--- src/rtl/text_video_timing.sv ---
// Raster timing generator for the text-mode colour mapper: scan counters plus a pipelined hsync/vsync/vde.
// Define TEXT_VIDEO_TIMING_FRAME_CNT_EN to enable frame_start / frame_count; otherwise they are tied to 0.
module text_video_timing #(
  parameter int H_ACTIVE   = 640,
  parameter int H_FP       = 16,
  parameter int H_SYNC     = 96,
  parameter int H_BP       = 48,
  parameter int V_ACTIVE   = 480,
  parameter int V_FP       = 10,
  parameter int V_SYNC     = 2,
  parameter int V_BP       = 33,
  parameter bit SYNC_POL   = 1'b0,
  parameter int PIPE_DEPTH = 2
) (
  input  logic       pixel_clk,
  input  logic       reset,
  output logic [9:0] drawX,
  output logic [9:0] drawY,
  output logic       hsync,
  output logic       vsync,
  output logic       vde,
  output logic       frame_start,
  output logic [7:0] frame_count
);

  localparam logic [9:0] H_MAX    = 10'(H_ACTIVE + H_FP + H_SYNC + H_BP - 1);
  localparam logic [9:0] V_MAX    = 10'(V_ACTIVE + V_FP + V_SYNC + V_BP - 1);
  localparam logic [9:0] H_VIS    = 10'(H_ACTIVE);
  localparam logic [9:0] V_VIS    = 10'(V_ACTIVE);
  localparam logic [9:0] HS_FIRST = 10'(H_ACTIVE + H_FP);
  localparam logic [9:0] HS_LAST  = 10'(H_ACTIVE + H_FP + H_SYNC - 1);
  localparam logic [9:0] VS_FIRST = 10'(V_ACTIVE + V_FP);
  localparam logic [9:0] VS_LAST  = 10'(V_ACTIVE + V_FP + V_SYNC - 1);

  logic [9:0] hc;
  logic [9:0] vc;
  logic       hs_lvl;
  logic       vs_lvl;
  logic       de_raw;

  always_ff @(posedge pixel_clk) begin
    if (reset) begin
      hc <= '0;
      vc <= '0;
    end else if (hc == H_MAX) begin
      hc <= '0;
      vc <= (vc == V_MAX) ? 10'd0 : vc + 10'd1;
    end else begin
      hc <= hc + 10'd1;
    end
  end

  assign drawX  = hc;
  assign drawY  = vc;
  assign hs_lvl = ((hc >= HS_FIRST) && (hc <= HS_LAST)) ? SYNC_POL : ~SYNC_POL;
  assign vs_lvl = ((vc >= VS_FIRST) && (vc <= VS_LAST)) ? SYNC_POL : ~SYNC_POL;
  assign de_raw = (hc < H_VIS) && (vc < V_VIS);

  generate
    if (PIPE_DEPTH == 0) begin : g_passthru
      // With no pipeline registers, reset has to mask the raw timing directly.
      assign hsync = reset ? ~SYNC_POL : hs_lvl;
      assign vsync = reset ? ~SYNC_POL : vs_lvl;
      assign vde   = reset ? 1'b0 : de_raw;
    end else begin : g_pipe
      logic [PIPE_DEPTH-1:0] hs_sr;
      logic [PIPE_DEPTH-1:0] vs_sr;
      logic [PIPE_DEPTH-1:0] de_sr;

      always_ff @(posedge pixel_clk) begin
        if (reset) begin
          hs_sr <= {PIPE_DEPTH{~SYNC_POL}};
          vs_sr <= {PIPE_DEPTH{~SYNC_POL}};
          de_sr <= '0;
        end else begin
          hs_sr[0] <= hs_lvl;
          vs_sr[0] <= vs_lvl;
          de_sr[0] <= de_raw;
          for (int i = 1; i < PIPE_DEPTH; i++) begin
            hs_sr[i] <= hs_sr[i-1];
            vs_sr[i] <= vs_sr[i-1];
            de_sr[i] <= de_sr[i-1];
          end
        end
      end

      assign hsync = hs_sr[PIPE_DEPTH-1];
      assign vsync = vs_sr[PIPE_DEPTH-1];
      assign vde   = de_sr[PIPE_DEPTH-1];
    end
  endgenerate

`ifdef TEXT_VIDEO_TIMING_FRAME_CNT_EN
  logic [7:0] frame_cnt_q;

  // Counts on the same edge that wraps vc back to line 0.
  always_ff @(posedge pixel_clk) begin
    if (reset) begin
      frame_cnt_q <= '0;
    end else if ((hc == H_MAX) && (vc == V_MAX)) begin
      frame_cnt_q <= frame_cnt_q + 8'd1;
    end
  end

  assign frame_start = (hc == 10'd0) && (vc == 10'd0) && !reset;
  assign frame_count = frame_cnt_q;
`else
  assign frame_start = 1'b0;
  assign frame_count = 8'd0;
`endif

endmodule

--- config.mk ---
export PLATFORM = sky130hd
export DESIGN_NAME = text_video_timing
export DESIGN_NICKNAME = d
export VERILOG_FILES = /design/src/rtl/text_video_timing.sv
export SDC_FILE = /design/constraint.sdc
export NUM_CORES = 1
export LEC_CHECK = 0
export CORE_MARGIN = 5
export CORE_UTILIZATION = 50
export DETAILED_ROUTE_END_ITERATION = 8
export PLACE_DENSITY = 0.82
export SLEW_MARGIN = 20
export SYNTH_ARGS = -nofsm -noshare
export SYNTH_HDL_FRONTEND = slang
export SYNTH_SLANG_ARGS = --single-unit
--- constraint.sdc ---
create_clock -name pixel_clk -period 5.45 [get_ports pixel_clk]
set_input_delay 0.8175 -clock pixel_clk [delete_from_list [all_inputs] [get_ports pixel_clk]]
set_output_delay 0.8175 -clock pixel_clk [all_outputs]
set_load 0.03 [all_outputs]
==> results_dict.tcl, run 1 <==
set metrics [dict create \
    track_usage_pct 15.8 \
    yosysTopAreaCell "dfxtp_1" \
    cts-root-buf "clkbuf_4" \
    maxCapViolations 0 \
    post_cts_resized 0 \
    powerDensity_nw_per_um2 237 \
    arrival_ps 1680 \
    grt_pass1_wl_um 4360 \
    yosysSeqAreaShare_pct 41.7 \
    rsz0062_at_grt "no" \
    die-height_um 60.0 \
    grt_pass1_vias 998 \
    outcome "finished clean" \
    syn_to_final_growth_pct 20.7 \
    gr-total-overflow 0 \
    path_cells "clkdlybuf4s50_1" \
    crit_cells 1 \
    numClockSinks 26 \
    final.setup.tns_ps 0 \
    layout_commonest_cell "dfxtp_1" \
    r2r_setup_slack_ps 3170 \
    critical_path_class "reg -> out" \
    yosysUniqueCellTypes 30 \
    antenna_found_initial 0 \
    clk_pin_slew_ps 150 \
    cts_buffers 3 \
    setup_viol 0 \
    die_w_um 60.0 \
    holdWs_ps 430 \
    syn_inst 140 \
    io_pins 34 \
    ys_async_sr_fraction_pct 0 \
    worst_hold_path_type "reg -> reg" \
    max_stage_delay_ps 750 \
    synth.area.top_cells "dfxtp_1 (42%), xnor2_1 (7.0%), nor2_1 (6.0%)" \
    clock_path_buffers 2 \
    clkLatencyLatePin_ps 330 \
    synth_edf_count 0 \
    wl_um 2650 \
    die-area_sq_um 3590 \
    wl_per_cell_um 13.8 \
    antenna_cells 0 \
    dpl.hpwl_um 1980 \
    start_util_pct 51.3 \
    synth_top_area_share_pct 41.7 \
    coreArea_sq_um 2430 \
    hold_viol 0 \
    ir_drop_uv 133 \
    min_period_over_period_pct 45.8 \
    cp_top_family "buffers and inverters" \
    setup_ws_ps 2950 \
    skew_ps 6.85 \
    critical_path_buf_inv_count 1 \
    dp_slack_ps 3150 \
    num_rows 18 \
    synthFlopType "dfxtp_1" \
    drive_above_1_share_pct 8.02 \
    yosysWarnings 0 \
    cp-end-kind "primary output" \
    postCtsSetupBuffers 0 \
    drt-vias-per-instance 5.25 \
    totalPowerFinal_mw 0.357 \
    drv_slew 0 \
    hold_depth 1 \
    slew_headroom_pct 64.6 \
    drc_errors 0 \
    synthesis.area_sq_um 1250 \
    grt_max_degree 16 \
    p_leak_nw 0.519 \
    ys_ff_latch 26 \
    postCtsHoldBufs 0 \
    reg2regPathDepth 5 \
    final_cell_mix "dfxtp_1 (26), clkdlybuf4s50_1 (24), nor2_1 (20)" \
    tightest_slew_ps 527 \
    start_kind "flop" \
    crit_required_ps 4630 \
    htree_levels 1 \
    numPortBuffers 24 \
    drtIter0Drc 31 \
    first_pass_iters 4 \
    cts_tree "built" \
    place_congestion 0.750 \
    detail-route-antenna-nets 0 \
    slowest_stage "clkdlybuf4s50_1" \
    fin_crit_ps 2500 \
    final_nets 170 \
    num_vias 1008 \
    fmax_mhz 401 \
    syn_avg_cell_area_sq_um 8.91 \
    worst-path-max-fanout 11 \
]
## power breakdown
group	total, mW	internal [mW]	switching [mW]
Combinational	0.0267	0.00731	0.0193
Clock	0.135	0.0745	0.0601
Sequential	0.196	0.193	0.00297
Total	0.357	0.275	0.0824
## worst paths after layout
path / from / end
max: drawX[7] / drawX[7]
min: g_pipe.vs_sr[0] / g_pipe.vs_sr[1]
max reg2reg: drawX[0] / drawY[7]
min reg2reg: g_pipe.vs_sr[0] / g_pipe.vs_sr[1]
## registers in the layout (all words and copies together), names as in the netlist
| name | flops |
|---|---|
| drawY | 10 |
| g_pipe.de_sr | 2 |
| g_pipe.vs_sr | 2 |
| drawX | 10 |
| g_pipe.hs_sr | 2 |
## stage by stage
step / instances / instance area [sq um] / util [%]
after detailed placement: 188 / 1450 / 59.7
after floorplan: 148 / 1280 / -
final: 192 / 1510 / 61.9
after global placement: 188 / 1450 / 59.7
after global routing: 192 / 1510 / 61.9
after CTS: 192 / 1510 / 61.9
## Yosys cell counts, drive strengths merged (2+ instances only)
cell type / instances
nor2: 20
nor3: 4
nand2: 6
nor4: 4
clkbuf: 2
inv: 7
xnor2: 10
nand4: 4
buf: 12
o21ai: 5
xor2: 4
or3: 5
a21oi: 3
or2: 3
nor4bb: 2
ha: 5
dfxtp: 26
or4: 3
nand3: 8
## cells by family after synthesis
kind of cell               share of synthesized area, %
muxes                                             0.802
DFF                                                41.7
adders and majority gates                          5.02
xor gates and xnor gates                           9.83
buffers and inverters                              10.3
and+or+nand+nor                                    28.1
AOI/OAI and AO/OA                                  3.91
other                                             0.301
## area by class of cell
cell class              count  area, sq um
inverters                   7         26.3
fillers                   226          927
clock inverters             1         30.0
multi-input cells         101          628
well taps                  30         37.5
clock buffers               3         22.5
repair buffers             24          240
flip-flops and latches     26          520
## per-layer routing
| layer | part of all wire (%) | track usage, % |
|---|---|---|
| met2 | 51 | 26.9 |
| met5 | 0 | 0 |
| met4 | 3.1 | 10.8 |
| met1 | 40 | 17.8 |
| met3 | 5.6 | 2.59 |
Power figures use the tool's default switching activity.
==> run 2, diff against run 1 <==
Settings changed: CORE_UTILIZATION 50 to 42, PLACE_DENSITY 0.82 to 0.74.
Clock period 5.45 ns to 2 ns, I/O delays scaled along.
==> results_dict.tcl, run 2 (synthesized netlist as in run 1, its figures left out) <==
set metrics [dict create \
    skew_ps 17.4 \
    grt_pass1_wl_um 4690 \
    numClockSinks 26 \
    clkPwrFrac_pct 34.1 \
    cts_buffers 3 \
    r2r_setup_slack_ps 90 \
    fin_crit_ps 1910 \
    hold_end "g_pipe.hs_sr[1]" \
    rsz0062_at_grt "no" \
    grt_max_degree 16 \
    clock_path_buffers 2 \
    num_rows 19 \
    drtIter0Drc 40 \
    wl_per_cell_um 13.5 \
    internal-power_mw 0.699 \
    die-height_um 64.5 \
    dp_slack_ps 90.9 \
    holdWs_ps 423 \
    p_leak_nw 0.556 \
    io_pins 34 \
    worst-path-max-fanout 9 \
    min_period_over_period_pct 95.7 \
    start_util_pct 44.5 \
    antenna_found_initial 0 \
    hold_viol 0 \
    cp-end-kind "flop" \
    numPortBuffers 24 \
    crit_required_ps 2280 \
    cts-root-buf "clkbuf_4" \
    powerDensity_nw_per_um2 582 \
    final_nets 177 \
    comb_power_share_pct 8.1 \
    layout_commonest_cell "clkdlybuf4s50_1" \
    setup_viol 0 \
    wl_um 2710 \
    final_cell_mix "clkdlybuf4s50_1 (24), nor2_1 (20), dfxtp_1 (17)" \
    drc_errors 0 \
    post_cts_resized 0 \
    num_vias 1040 \
    first_pass_iters 4 \
    clk_pin_slew_ps 150 \
    drv_slew 0 \
    syn_to_final_growth_pct 26.7 \
    setup_ws_ps 86.3 \
    drt-vias-per-instance 5.20 \
    track_usage_pct 13.8 \
    critical_path_class "reg -> reg" \
    grt_pass1_vias 1060 \
    multi_input_area_sq_um 636 \
    maxCapViolations 0 \
    n_fill_cell 262 \
    final.setup.tns_ps 0 \
    r2r_start "drawX[5]" \
    reg2regPathDepth 4 \
    outcome "finished clean" \
    seq_power_share_pct 57.8 \
    place_congestion 0.821 \
    cts_tree "built" \
    die_w_um 64.5 \
    htree_levels 1 \
    gr-total-overflow 0 \
    p_sw_share_pct 24.0 \
    detail-route-antenna-nets 0 \
    die-area_sq_um 4160 \
    coreArea_sq_um 2810 \
    p_sw_mw 0.221 \
    antenna_cells 0 \
    min_from "g_pipe.hs_sr[0]" \
    drive_above_1_share_pct 18.3 \
    ir_drop_uv 288 \
    hold_depth 1 \
    dpl.hpwl_um 2030 \
    postCtsHoldBufs 0 \
    r2r_end "drawY[8]" \
    worst_hold_path_type "reg -> reg" \
    clkLatencyLatePin_ps 330 \
    arrival_ps 2190 \
    seqCellArea_sq_um 539 \
    start_kind "flop" \
    postCtsSetupBuffers 0 \
    fmax_mhz 523 \
]
==> run 2: routing by layer <==
layer | up-vias | part of all wire (%) | global-route usage [%]
li1 | 513 | - | -
met4 | 0 | 2.2 | 7.12
met3 | 7 | 4.3 | 1.38
met1 | 487 | 43 | 16.4
met2 | 33 | 51 | 24.5
met5 | - | 0 | 0
==> run 2: cell type report <==
| class | instances | share of cell area (%) |
|---|---|---|
| well taps | 31 | 2.45 |
| clock buffers | 4 | 3.01 |
| multi-input cells | 101 | 40.2 |
| flip-flops and latches | 26 | 34.1 |
| inverters | 7 | 1.66 |
| repair buffers | 31 | 18.5 |
==> run 2: power by group through the flow <==
stage / sequential [mW] / combinational (mW) / clock, mW
2_1_floorplan: 0.555 / 0.0556 / 0
3_3_place_gp: 0.543 / 0.0730 / 0
3_5_place_dp: 0.543 / 0.0741 / 0
4_1_cts: 0.532 / 0.0741 / 0.316
5_1_grt: 0.534 / 0.0801 / 0.341
6_report: 0.532 / 0.0745 / 0.314
==> run 2: worst max-delay path by stage <==
stage	start	slack (ps)	endpoint
after global placement	drawX[5]	140	drawY[8]
after detailed placement	drawX[5]	90	drawY[8]
after floorplan	drawX[0]	-10	drawY[8]
final	drawX[5]	90	drawY[8]
after global routing	drawX[0]	0.8	drawY[8]
after CTS	drawX[5]	70	drawY[8]
==> run 2: worst max-delay path: stages, from the launching register on <==
cell and delay (ps):
dfxtp_4 400, or4b_4 530, or4_4 440, or3_1 350
a21oi_1 160
==> run 2: stage by stage <==
step	power (mW)	area, sq um	util (%)	instances
global route	0.955	1580	56.3	200
CTS	0.922	1580	56.2	200
detailed placement	0.617	1530	54.5	196
finish	0.920	1580	56.3	200
global placement	0.616	1530	54.5	196
floorplan	0.611	1300	-	148
==> run 3, diff against run 2 <==
Settings changed: CORE_UTILIZATION 42 to 49, CTS_BUF_LIST set to sky130_fd_sc_hd__clkbuf_8, PLACE_DENSITY 0.74 to 0.81.
Clock period 2 ns to 2.03 ns, I/O delays scaled along.
==> results_dict.tcl, run 3 (synthesized netlist as in run 1, its figures left out) <==
set metrics [dict create \
    fin_area_sq_um 1570 \
    wl_per_cell_um 13.2 \
    setup_viol 0 \
    max_stage_delay_ps 540 \
    skew_ps 4.76 \
    io_pins 34 \
    hold_viol 0 \
    top_layer "met4" \
    fin_crit_ps 1950 \
    antenna_found_initial 0 \
    min_period_over_period_pct 95.9 \
    syn_to_final_growth_pct 26.0 \
    arrival_ps 2150 \
    cts_buffers 3 \
    cts_tree "built" \
    multi_input_area_sq_um 633 \
    powerDensity_nw_per_um2 565 \
    met2_length_um 1280 \
    postCtsSetupBuffers 0 \
    totalPowerFinal_mw 0.888 \
    coreArea_sq_um 2450 \
    drc_errors 0 \
    worst-path-max-fanout 9 \
    numClockSinks 26 \
    place_congestion 0.824 \
    layout_commonest_cell "clkdlybuf4s50_1" \
    wl_met3_um 151 \
    slowest_stage "or4b_4" \
    placed_cell_area_sq_um 1530 \
    path_cells "or4b_4, or4_4, or3_1, a21oi_1" \
    fmax_mhz 514 \
    grt_pass1_wl_um 4220 \
    die-height_um 60.5 \
    critical_path_class "reg -> reg" \
    reg2regPathDepth 4 \
    postCtsHoldBufs 0 \
    r2r_end "drawY[9]" \
    p_leak_nw 0.558 \
    crit_start "drawX[5]" \
    start_kind "flop" \
    dpl.hpwl_um 1930 \
    wl_met1_um 1140 \
    grt_pass1_vias 928 \
    drive_above_1_share_pct 16.0 \
    rsz0062_at_grt "no" \
    clock_path_buffers 2 \
    drt-vias-per-instance 5.20 \
    seqCellArea_sq_um 537 \
    drv_slew 0 \
    numPortBuffers 24 \
    num_vias 1034 \
    detail-route-antenna-nets 0 \
    endpoint "drawY[9]" \
    wl_um 2630 \
    crit_required_ps 2240 \
    final_nets 177 \
    grt_max_degree 15 \
    clk_pin_slew_ps 90 \
    num_rows 18 \
    holdWs_ps 414 \
    outcome "finished clean" \
    final_cell_mix "clkdlybuf4s50_1 (24), nor2_1 (20), dfxtp_1 (19)" \
    cts-root-buf "clkbuf_8" \
    die_w_um 60.5 \
    die-area_sq_um 3650 \
    first_pass_iters 4 \
    maxCapViolations 0 \
    gr-total-overflow 0 \
    ir_drop_uv 390 \
    drtIter0Drc 43 \
    track_usage_pct 15.2 \
    worst_hold_path_type "reg -> reg" \
    cp-end-kind "flop" \
    r2r_start "drawX[5]" \
    post_cts_resized 0 \
    clkLatencyLatePin_ps 270 \
    start_util_pct 50.8 \
    r2r_setup_slack_ps 80 \
    n_fill_cell 205 \
    antenna_cells 0 \
    htree_levels 1 \
]
## run 3: cell types whose count changed in the layout (fill, tap and decap cells not counted), sizes merged
cell | previous run | this run
inv | 7 | 8
clkbuf | 4 | 3
## run 3: layout make-up
| cell class | count | share of cell area [%] |
|---|---|---|
| inverters | 7 | 1.67 |
| multi-input cells | 101 | 40.3 |
| well taps | 30 | 2.39 |
| clock buffers | 3 | 2.63 |
| flip-flops and latches | 26 | 34.2 |
| repair buffers | 31 | 18.6 |
| clock inverters | 1 | 0.239 |
## run 3: how the worst min path moves through the flow
stage / startpoint / endpoint / slack (ps) / depth (start not counted)
after floorplan: g_pipe.hs_sr[0] / g_pipe.hs_sr[1] / 390 / 1
after global placement: g_pipe.hs_sr[0] / g_pipe.hs_sr[1] / 390 / 1
after detailed placement: g_pipe.hs_sr[0] / g_pipe.hs_sr[1] / 390 / 1
after CTS: g_pipe.hs_sr[0] / g_pipe.hs_sr[1] / 420 / 1
after global routing: g_pipe.hs_sr[0] / g_pipe.hs_sr[1] / 460 / 1
final: g_pipe.hs_sr[0] / g_pipe.hs_sr[1] / 410 / 1
## run 3: worst max-delay path, delay by kind of cell, from the launching register on
kind             cells  cell delay [ps]
AND/OR/NAND/NOR      3             1380
AO/OA/AOI/OAI        1              140
flip-flops           1              380
## run 3: power breakdown
part / switching [mW] / internal, mW
Sequential: 0.00770 / 0.516
Clock: 0.157 / 0.135
Combinational: 0.0512 / 0.0210
Total: 0.216 / 0.672
## run 3: metrics by stage
stage	std cells	utilization (%)	setup WS, ps	setup TNS [ps]
floorplan	148	-	-25.4	-25.4
global placement	195	62.2	124	0
detailed placement	195	62.2	106	0
CTS	199	64.0	83.4	0
global route	199	64.0	1.50	0
finish	199	64.0	82.7	0
## run 3: per-layer routing
layer	vias to the layer above	global-route usage (%)
met5	-	0
met4	0	7.43
met3	6	1.91
met2	43	24.5
met1	470	20.2
li1	515	-
